`src/rtl/vfu_cfu_bridge.sv`:
```
// Bridge between the VexRiscv CFU port and the vector core instruction/scalar-result port.
// One-entry command slot towards the core, credit-bounded response FIFO towards the CPU.
module vfu_cfu_bridge #(
    parameter int INSN_WIDTH     = 32,
    parameter int VEX_DATA_WIDTH = 32,
    parameter int RSP_DEPTH_BITS = 2
) (
    input  logic                      clk,
    input  logic                      rst_n,
    input  logic                      cmd_valid,
    output logic                      cmd_ready,
    input  logic [INSN_WIDTH-1:0]     cmd_payload_instruction,
    input  logic [VEX_DATA_WIDTH-1:0] cmd_payload_inputs_0,
    input  logic [VEX_DATA_WIDTH-1:0] cmd_payload_inputs_1,
    output logic                      rsp_valid,
    input  logic                      rsp_ready,
    output logic [VEX_DATA_WIDTH-1:0] rsp_payload_output,
    output logic [INSN_WIDTH-1:0]     insn_out,
    output logic                      insn_valid_out,
    input  logic                      proc_rdy_in,
    output logic [VEX_DATA_WIDTH-1:0] vexrv_data_out_1,
    output logic [VEX_DATA_WIDTH-1:0] vexrv_data_out_2,
    input  logic [VEX_DATA_WIDTH-1:0] vexrv_data_in,
    input  logic                      vexrv_valid_in,
    output logic                      err_overflow,
    output logic                      err_unexpected
);

    localparam int PW    = RSP_DEPTH_BITS + 1;
    localparam int DEPTH = 1 << RSP_DEPTH_BITS;
    localparam logic [PW-1:0] DEPTH_C = PW'(DEPTH);
    localparam logic [PW-1:0] ONE_C   = PW'(1);
    localparam logic [PW-1:0] ZERO_C  = PW'(0);

    logic [PW-1:0]             credit_r;
    logic [PW-1:0]             wr_ptr_r;
    logic [PW-1:0]             rd_ptr_r;
    logic [PW-1:0]             count_s;
    logic                      slot_valid_r;
    logic [INSN_WIDTH-1:0]     insn_r;
    logic [VEX_DATA_WIDTH-1:0] data1_r;
    logic [VEX_DATA_WIDTH-1:0] data2_r;
    logic [VEX_DATA_WIDTH-1:0] mem_r [DEPTH];
    logic                      err_overflow_r;
    logic                      err_unexpected_r;

    logic credit_ok_s;
    logic cmd_fire_s;
    logic rsp_fire_s;
    logic empty_s;
    logic full_s;
    logic push_s;

    assign credit_ok_s = (credit_r < DEPTH_C);
    // rst_n gating keeps cmd_ready low during reset even though credit reads zero then.
    assign cmd_ready   = rst_n & credit_ok_s & (~slot_valid_r | proc_rdy_in);
    assign cmd_fire_s  = cmd_valid & cmd_ready;

    assign empty_s    = (wr_ptr_r == rd_ptr_r);
    assign full_s     = (wr_ptr_r[PW-1] != rd_ptr_r[PW-1]) &&
                        (wr_ptr_r[PW-2:0] == rd_ptr_r[PW-2:0]);
    assign count_s    = wr_ptr_r - rd_ptr_r;
    assign rsp_valid  = ~empty_s;
    assign rsp_fire_s = rsp_valid & rsp_ready;
    // A pop frees the head slot in the same cycle, so a push into a full FIFO is legal then.
    assign push_s     = vexrv_valid_in & (~full_s | rsp_fire_s);

    assign rsp_payload_output = mem_r[rd_ptr_r[PW-2:0]];
    assign insn_valid_out     = slot_valid_r;
    assign insn_out           = insn_r;
    assign vexrv_data_out_1   = data1_r;
    assign vexrv_data_out_2   = data2_r;
    assign err_overflow       = err_overflow_r;
    assign err_unexpected     = err_unexpected_r;

    // Credit counter: commands accepted minus responses taken; never wraps below zero.
    always_ff @(posedge clk or negedge rst_n) begin
        if (!rst_n) begin
            credit_r <= ZERO_C;
        end else if (cmd_fire_s && !rsp_fire_s) begin
            credit_r <= credit_r + ONE_C;
        end else if (!cmd_fire_s && rsp_fire_s && (credit_r != ZERO_C)) begin
            credit_r <= credit_r - ONE_C;
        end else begin
            credit_r <= credit_r;
        end
    end

    // Command slot: reloads on accept, clears when the core takes it with nothing new behind it.
    always_ff @(posedge clk or negedge rst_n) begin
        if (!rst_n) begin
            slot_valid_r <= 1'b0;
            insn_r       <= '0;
            data1_r      <= '0;
            data2_r      <= '0;
        end else if (cmd_fire_s) begin
            slot_valid_r <= 1'b1;
            insn_r       <= cmd_payload_instruction;
            data1_r      <= cmd_payload_inputs_0;
            data2_r      <= cmd_payload_inputs_1;
        end else if (slot_valid_r && proc_rdy_in) begin
            slot_valid_r <= 1'b0;
        end else begin
            slot_valid_r <= slot_valid_r;
        end
    end

    // Response FIFO storage and pointers.
    always_ff @(posedge clk or negedge rst_n) begin
        if (!rst_n) begin
            wr_ptr_r <= ZERO_C;
            rd_ptr_r <= ZERO_C;
            for (int i = 0; i < DEPTH; i++) begin
                mem_r[i] <= '0;
            end
        end else begin
            if (push_s) begin
                mem_r[wr_ptr_r[PW-2:0]] <= vexrv_data_in;
                wr_ptr_r                <= wr_ptr_r + ONE_C;
            end else begin
                wr_ptr_r <= wr_ptr_r;
            end
            if (rsp_fire_s) begin
                rd_ptr_r <= rd_ptr_r + ONE_C;
            end else begin
                rd_ptr_r <= rd_ptr_r;
            end
        end
    end

    // Sticky protocol-violation flags.
    always_ff @(posedge clk or negedge rst_n) begin
        if (!rst_n) begin
            err_overflow_r   <= 1'b0;
            err_unexpected_r <= 1'b0;
        end else begin
            if (vexrv_valid_in && full_s && !rsp_fire_s) begin
                err_overflow_r <= 1'b1;
            end else begin
                err_overflow_r <= err_overflow_r;
            end
            if (vexrv_valid_in && (credit_r == count_s)) begin
                err_unexpected_r <= 1'b1;
            end else begin
                err_unexpected_r <= err_unexpected_r;
            end
        end
    end

endmodule

```
`config.mk`:
```
export PLATFORM = sky130hd
export DESIGN_NAME = vfu_cfu_bridge
export DESIGN_NICKNAME = d
export VERILOG_FILES = /design/src/rtl/vfu_cfu_bridge.sv
export SDC_FILE = /design/constraint.sdc
export NUM_CORES = 1
export LEC_CHECK = 0
export BUFFER_PORTS_ARGS = -buffer_cell sky130_fd_sc_hd__buf_2
export CAP_MARGIN = 20
export CELL_PAD_IN_SITES_DETAIL_PLACEMENT = 1
export CELL_PAD_IN_SITES_GLOBAL_PLACEMENT = 1
export CORE_AREA = 2 2 160 162
export CTS_CLUSTER_SIZE = 30
export DETAILED_ROUTE_END_ITERATION = 8
export DIE_AREA = 0 0 162 164
export GPL_TIMING_DRIVEN = 0
export PLACE_DENSITY_LB_ADDON = 0.1
export SLEW_MARGIN = 25
export SYNTH_ARGS = -nofsm -noshare
export SYNTH_HDL_FRONTEND = slang
export SYNTH_SLANG_ARGS = --single-unit
```
`constraint.sdc`:
```
create_clock -name clk -period 3.5 [get_ports clk]
set_input_delay 0.7 -clock clk [delete_from_list [all_inputs] [get_ports clk]]
set_output_delay 0.7 -clock clk [all_outputs]
set_load 0.01 [all_outputs]
```
# [Yosys cells after proc, flatten, opt, wreduce, memory -nomap -nowiden]
# Cells that the tools add are included.
[word_totals] ff_bits=236 latch_bits=0 ramBits=0 mem_bits_ro=0 in_bits=134 out_inout_bits=133 wordCells=62 n_memories=0
[classes] add_sub_neg=5 n_mul=0 div_mod_pow=0 order_cmp=4 eq_ne=4 n_shift=0 mux=10 bitwise=12 reduce_logical=14
[ops] cell="$bwmux W128" n=1
[ops] cell="$mux W32" n=3
[ops] cell="$bmux W32 S2" n=1
[ops] cell="$demux W32 S2" n=1
[ops] cell="$add A3 B1 Y3 const B" n=3
[ops] cell="$logic_and A1 B1 Y1" n=9
[ops] cell="$eq A3 B3 Y1" n=2
[ops] cell="$ge A3 B3 Y1 const B" n=2
[ops] cell="$mux W3" n=2
[ops] cell="$not A2 Y3" n=2
[ops] cell="$and A1 B1 Y1" n=5
[ops] cell="$reduce_bool A2 Y1" n=2
[ops] cell="$lt A3 B1 Y1 const B" n=1
[ops] cell="$lt A3 B3 Y1 const B" n=1
[ops] cell="$not A1 Y1" n=3
[ops] cell="$reduce_bool A3 Y1" n=1
[ops] cell="$sub A3 B1 Y3 const B" n=1
[ops] cell="$sub A3 B3 Y3" n=1
[ops] cell="$eq A2 B2 Y1" n=1
[ops] cell="$logic_not A1 Y1" n=2
[ops] cell="$mux W1" n=2
[ops] cell="$or A1 B1 Y1" n=2
[ops] cell="$ne A1 B1 Y1" n=1

# [Logic depth before layout (Yosys ltp)]
[depth] depth_word=9 depth_mapped=10 mapped_depth_nobuf=8

# [Worst setup path after synthesis]
# No wires, ideal clock.
[synth_timing] path_type="register -> register" start="register rd_ptr_r[1]" end="register credit_r[2]" setup_time_ns=0.087 arrival_time_ns=2.862 t_required_ns=3.413 slack_ns=0.551 path_stages_with_launch=11 n_path_buf=2 period_less_slack_ns=2.949 path_cell_list="dfrtp_1 -> clkbuf_1 -> clkbuf_1 -> inv_1 -> ha_1 -> nand2_1 -> o21ai_1 -> nand2_1 -> fa_1 -> or4_1 -> o211ai_1"
[synth_between] elab_chain_len=6 elab_cells_between_ends=9 cone_classes="eq/ne: 1; mux: 1; bitwise: 2; reduce/logical: 5"
[synth_lines] element="start: declaration" line="37" source="logic [PW-1:0] rd_ptr_r;"
[synth_lines] element="start signal: assignment" line="124" source="rd_ptr_r <= rd_ptr_r + ONE_C;"
[synth_lines] element="start signal: assignment" line="126" source="rd_ptr_r <= rd_ptr_r;"
[synth_lines] element="$eq A3 B3 Y1 *" line="59" source="assign empty_s = (wr_ptr_r == rd_ptr_r);"
[synth_lines] element="$not A1 Y1 *" line="63" source="assign rsp_valid = ~empty_s;"
[synth_lines] element="$and A1 B1 Y1 *" line="64" source="assign rsp_fire_s = rsp_valid & rsp_ready;"
[synth_lines] element="$logic_not A1 Y1 or $logic_and A1 B1 Y1 (tied branches)" line="80, 82"
[synth_lines] element="$logic_and A1 B1 Y1 (on tied branches)" line="80, 82"
[synth_lines] element="$mux W3 or $reduce_bool A2 Y1 (tied branches)"
[synth_lines] element="end signal: assignment" line="81" source="credit_r <= credit_r + ONE_C;"
[synth_lines] element="end signal: assignment" line="83" source="credit_r <= credit_r - ONE_C;"
[synth_lines] element="end signal: assignment" line="85" source="credit_r <= credit_r;"
[synth_lines] element="end: declaration" line="35" source="logic [PW-1:0] credit_r;"
# Every way passes the cells marked *; elsewhere a longest branch is shown, timed or not.
# A chain may end at the register's enable or synchronous reset.

# [Final worst setup path]
[layout_timing] start="input port rst_n" end="register credit_r[2]"
[layout_between] elab_chain_len=7 elab_cells_between_ends=9 cone_classes="mux: 1; bitwise: 3; reduce/logical: 5"
[layout_lines] element="start: declaration" line="9" source="input logic rst_n,"
[layout_lines] element="$and A1 B1 Y1 * (2 in series)" line="56" source="assign cmd_ready = rst_n & credit_ok_s & (~slot_valid_r | proc_rdy_in);"
[layout_lines] element="$and A1 B1 Y1 *" line="57" source="assign cmd_fire_s = cmd_valid & cmd_ready;"
[layout_lines] element="$logic_not A1 Y1" line="82" source="end else if (!cmd_fire_s && rsp_fire_s && (credit_r != ZERO_C)) begin"
[layout_lines] element="$logic_and A1 B1 Y1 (2 in series)" line="82"
[layout_lines] element="$reduce_bool A2 Y1 (no line)"
# Marked as above.

==> flow_metrics.tcl <==
set metrics [dict create \
    grt_usage_pct 20.27 \
    grt_pass1_vias 7693 \
    clkSlewWorstSetupHoldPaths_ns 0.06 \
    dpl_cell_area_mm2 0.01234 \
    fill_cells 2650 \
    ys_seq_area_share_pct 56.24 \
    area_growth_pct 26.73 \
    port_buffers 266 \
    crit_required_ns 3.94 \
    tightest_slew_ns 0.7324 \
    startpoint_type "primary input" \
    drive_gt1_share_pct 45.50 \
    ys_ff_latch 236 \
    synth_edf_count 0 \
    worstSetupPathType "in2reg" \
    yosysTopAreaCell "dfrtp_1" \
    clock_skew_ns 0.01244 \
    fin_area_mm2 0.01331 \
    fp.dieArea_mm2 0.02657 \
    setup_slack_ns 0.2664 \
    p_per_area_mw_per_mm2 1026 \
    cts_max_path_buffers 3 \
    final_common_cell "nand2_1" \
    postCtsHoldBufs 0 \
    avgSynthCellArea_um2 13.29 \
    syn-cell-area_mm2 0.01050 \
    cts_root_buf "clkbuf_16" \
    viasPerCell 4.807 \
    drc_errors 0 \
    antenna_found_initial 4 \
    cap_viol_max_count 0 \
    p_leak_nw 7.040 \
    io_pins 267 \
    final_hold_viol_count 0 \
    period_needed_ns 3.234 \
    synth_cell_types 37 \
    finalPower_mw 13.65 \
    post-place-cells 1389 \
    syn-num-nets 933 \
    wl_um 26770 \
    status "completed" \
    initial_core_util_pct 42.31 \
    fp.dieW_um 162 \
    cts_max_level 1 \
    cts_inserted_buffers 28 \
    startpoint "rst_n" \
    ant_nets 0 \
    fin_crit_sh_pct 92.39 \
    rsz0062_at_grt "false" \
    hpwl_um 18430 \
    core_mm2 0.02482 \
    fp.dieH_um 164 \
    drt_pass1_iterations 4 \
    fp-row-count 58 \
    grt_max_degree 81 \
    fin_nets 1231 \
    syn_inst 790 \
    wl_per_cell_um 18.58 \
    crit_path_max_fanout 80 \
    cts_tree "yes" \
    clkLatencyLatePin_ns 0.53 \
    arrival_ns 3.68 \
    ys.warnings.count 0 \
    timing.fmax_ghz 0.3092 \
    slew_headroom_pct 51.17 \
    post-route-util_pct 53.61 \
    drt-initial-drc-count 262 \
    async_reset_ff_share_pct 100.0 \
    ir_worst_vdd_mv 0.4415 \
    grt-ovfl-total 0 \
    ys_top_cells_by_area "dfrtp_1, mux2_4, nand2_1" \
    num_vias 6927 \
    r2r-start "rd_ptr_r[1]" \
    setup_viol 0 \
    slew_violations 0 \
    grt_pass1_wl_um 42830 \
    fin_cells 1441 \
    end_kind "flop" \
    layout_common_cells "nand2_1, buf_2, dfrtp_1, mux2_4, mux4_2" \
    synth_flop_cell "dfrtp_1" \
    gp_congestion 0.7321 \
    dp_slack_ns -0.7494 \
    clock-sinks 236 \
    synth_top_area_share_pct 56.24 \
    hold_class "in2async" \
]
[kinds of logic after synthesis]
group	count (synthesis)	share of synthesized area (%)
simple gates	315	12.17
mux	161	24.94
buf+inv	47	3.753
compound gates	12	0.7747
flops	236	56.24
xor+xnor	10	0.9057
fa+ha+maj	9	1.215
[worst paths after layout]
| check | to | slack (ns) | cells past startpoint |
|---|---|---|---|
| setup / recovery | credit_r[2] | 0.27 | 10 |
| hold / removal | mem_r[101] | 0.08 | 1 |
| setup reg to reg | credit_r[2] | 0.30 | 10 |
| hold reg to reg | err_overflow | 0.45 | 1 |
| max in group asynchronous | vexrv_data_out_1[12] | 2.47 | 3 |
| min in group clk | vexrv_data_out_1[15] | 0.36 | 3 |
[worst max-delay path, cell delays in order]
cell,delay (ns)
buf_8,0.31
buf_16,0.37
nor2b_1,0.29
and3_1,0.18
clkbuf_1,0.15
clkbuf_4,0.35
nand2_1,0.11
fa_1,0.41
or4_1,0.53
o211ai_1,0.18
[cell usage after synthesis (5+ instances only)]
library cell and n:
nand2_1 294, dfrtp_1 236, mux2_4 119, mux4_2 32, clkbuf_1 14, buf_12 12, buf_2 12, mux2_2 9
ha_1 7, xnor2_1 6, nand3_1 5
[timing repair]
item	CTS	global route
setup buffers	0	0
gates resized for setup	2	3
setup endpoints to repair	1	1
cloned	0	0
[sequential cells by signal, indices dropped and copies added (netlist names)]
register and flops:
credit_r 3, insn_valid_out 1, err_unexpected 1, err_overflow 1, wr_ptr_r 3, rd_ptr_r 3, mem_r 128, insn_out 32
vexrv_data_out_1 32, vexrv_data_out_2 32
[through the flow]
stage / TNS (ns) / hold slack [ns]
2_1_floorplan: 0 / 0.4044
3_3_place_gp: -955.31 / 0.4406
3_5_place_dp: -1.196 / 0.4427
4_1_cts: 0 / 0.08030
5_1_grt: 0 / 0.07974
6_report: 0 / 0.08350
[per-layer routing]
metal	track usage (%)	wire (um)	part of all wire, %	vias up
met4	4.023	344	1.3	6
li1	-	-	-	3228
met5	0	41	0.15	-
met2	34.43	13520	50	154
met3	5.379	1660	6.2	30
met1	26.41	11210	42	3509
[power breakdown]
| group | total, mW | switching [mW] | internal, mW |
|---|---|---|---|
| registers | 4.92 | 0.804 | 4.12 |
| logic | 5.74 | 2.61 | 3.13 |
| clock network | 2.98 | 1.12 | 1.86 |
[final cells by class]
cell class | count | area (um^2) | share of cell area (%)
Clock buffer | 43 | 838.3 | 6.300
Sequential cell | 236 | 5906 | 44.38
Inverter | 4 | 15.01 | 0.1128
Timing Repair Buffer | 269 | 1424 | 10.70
Multi-Input combinational cell | 507 | 4204 | 31.59
Antenna cell | 1 | 2.502 | 0.01881
Tap cell | 330 | 412.9 | 3.103
Clock inverter | 9 | 122.6 | 0.9215
Buffer | 42 | 381.6 | 2.868
(Power assumes the default switching activity.)
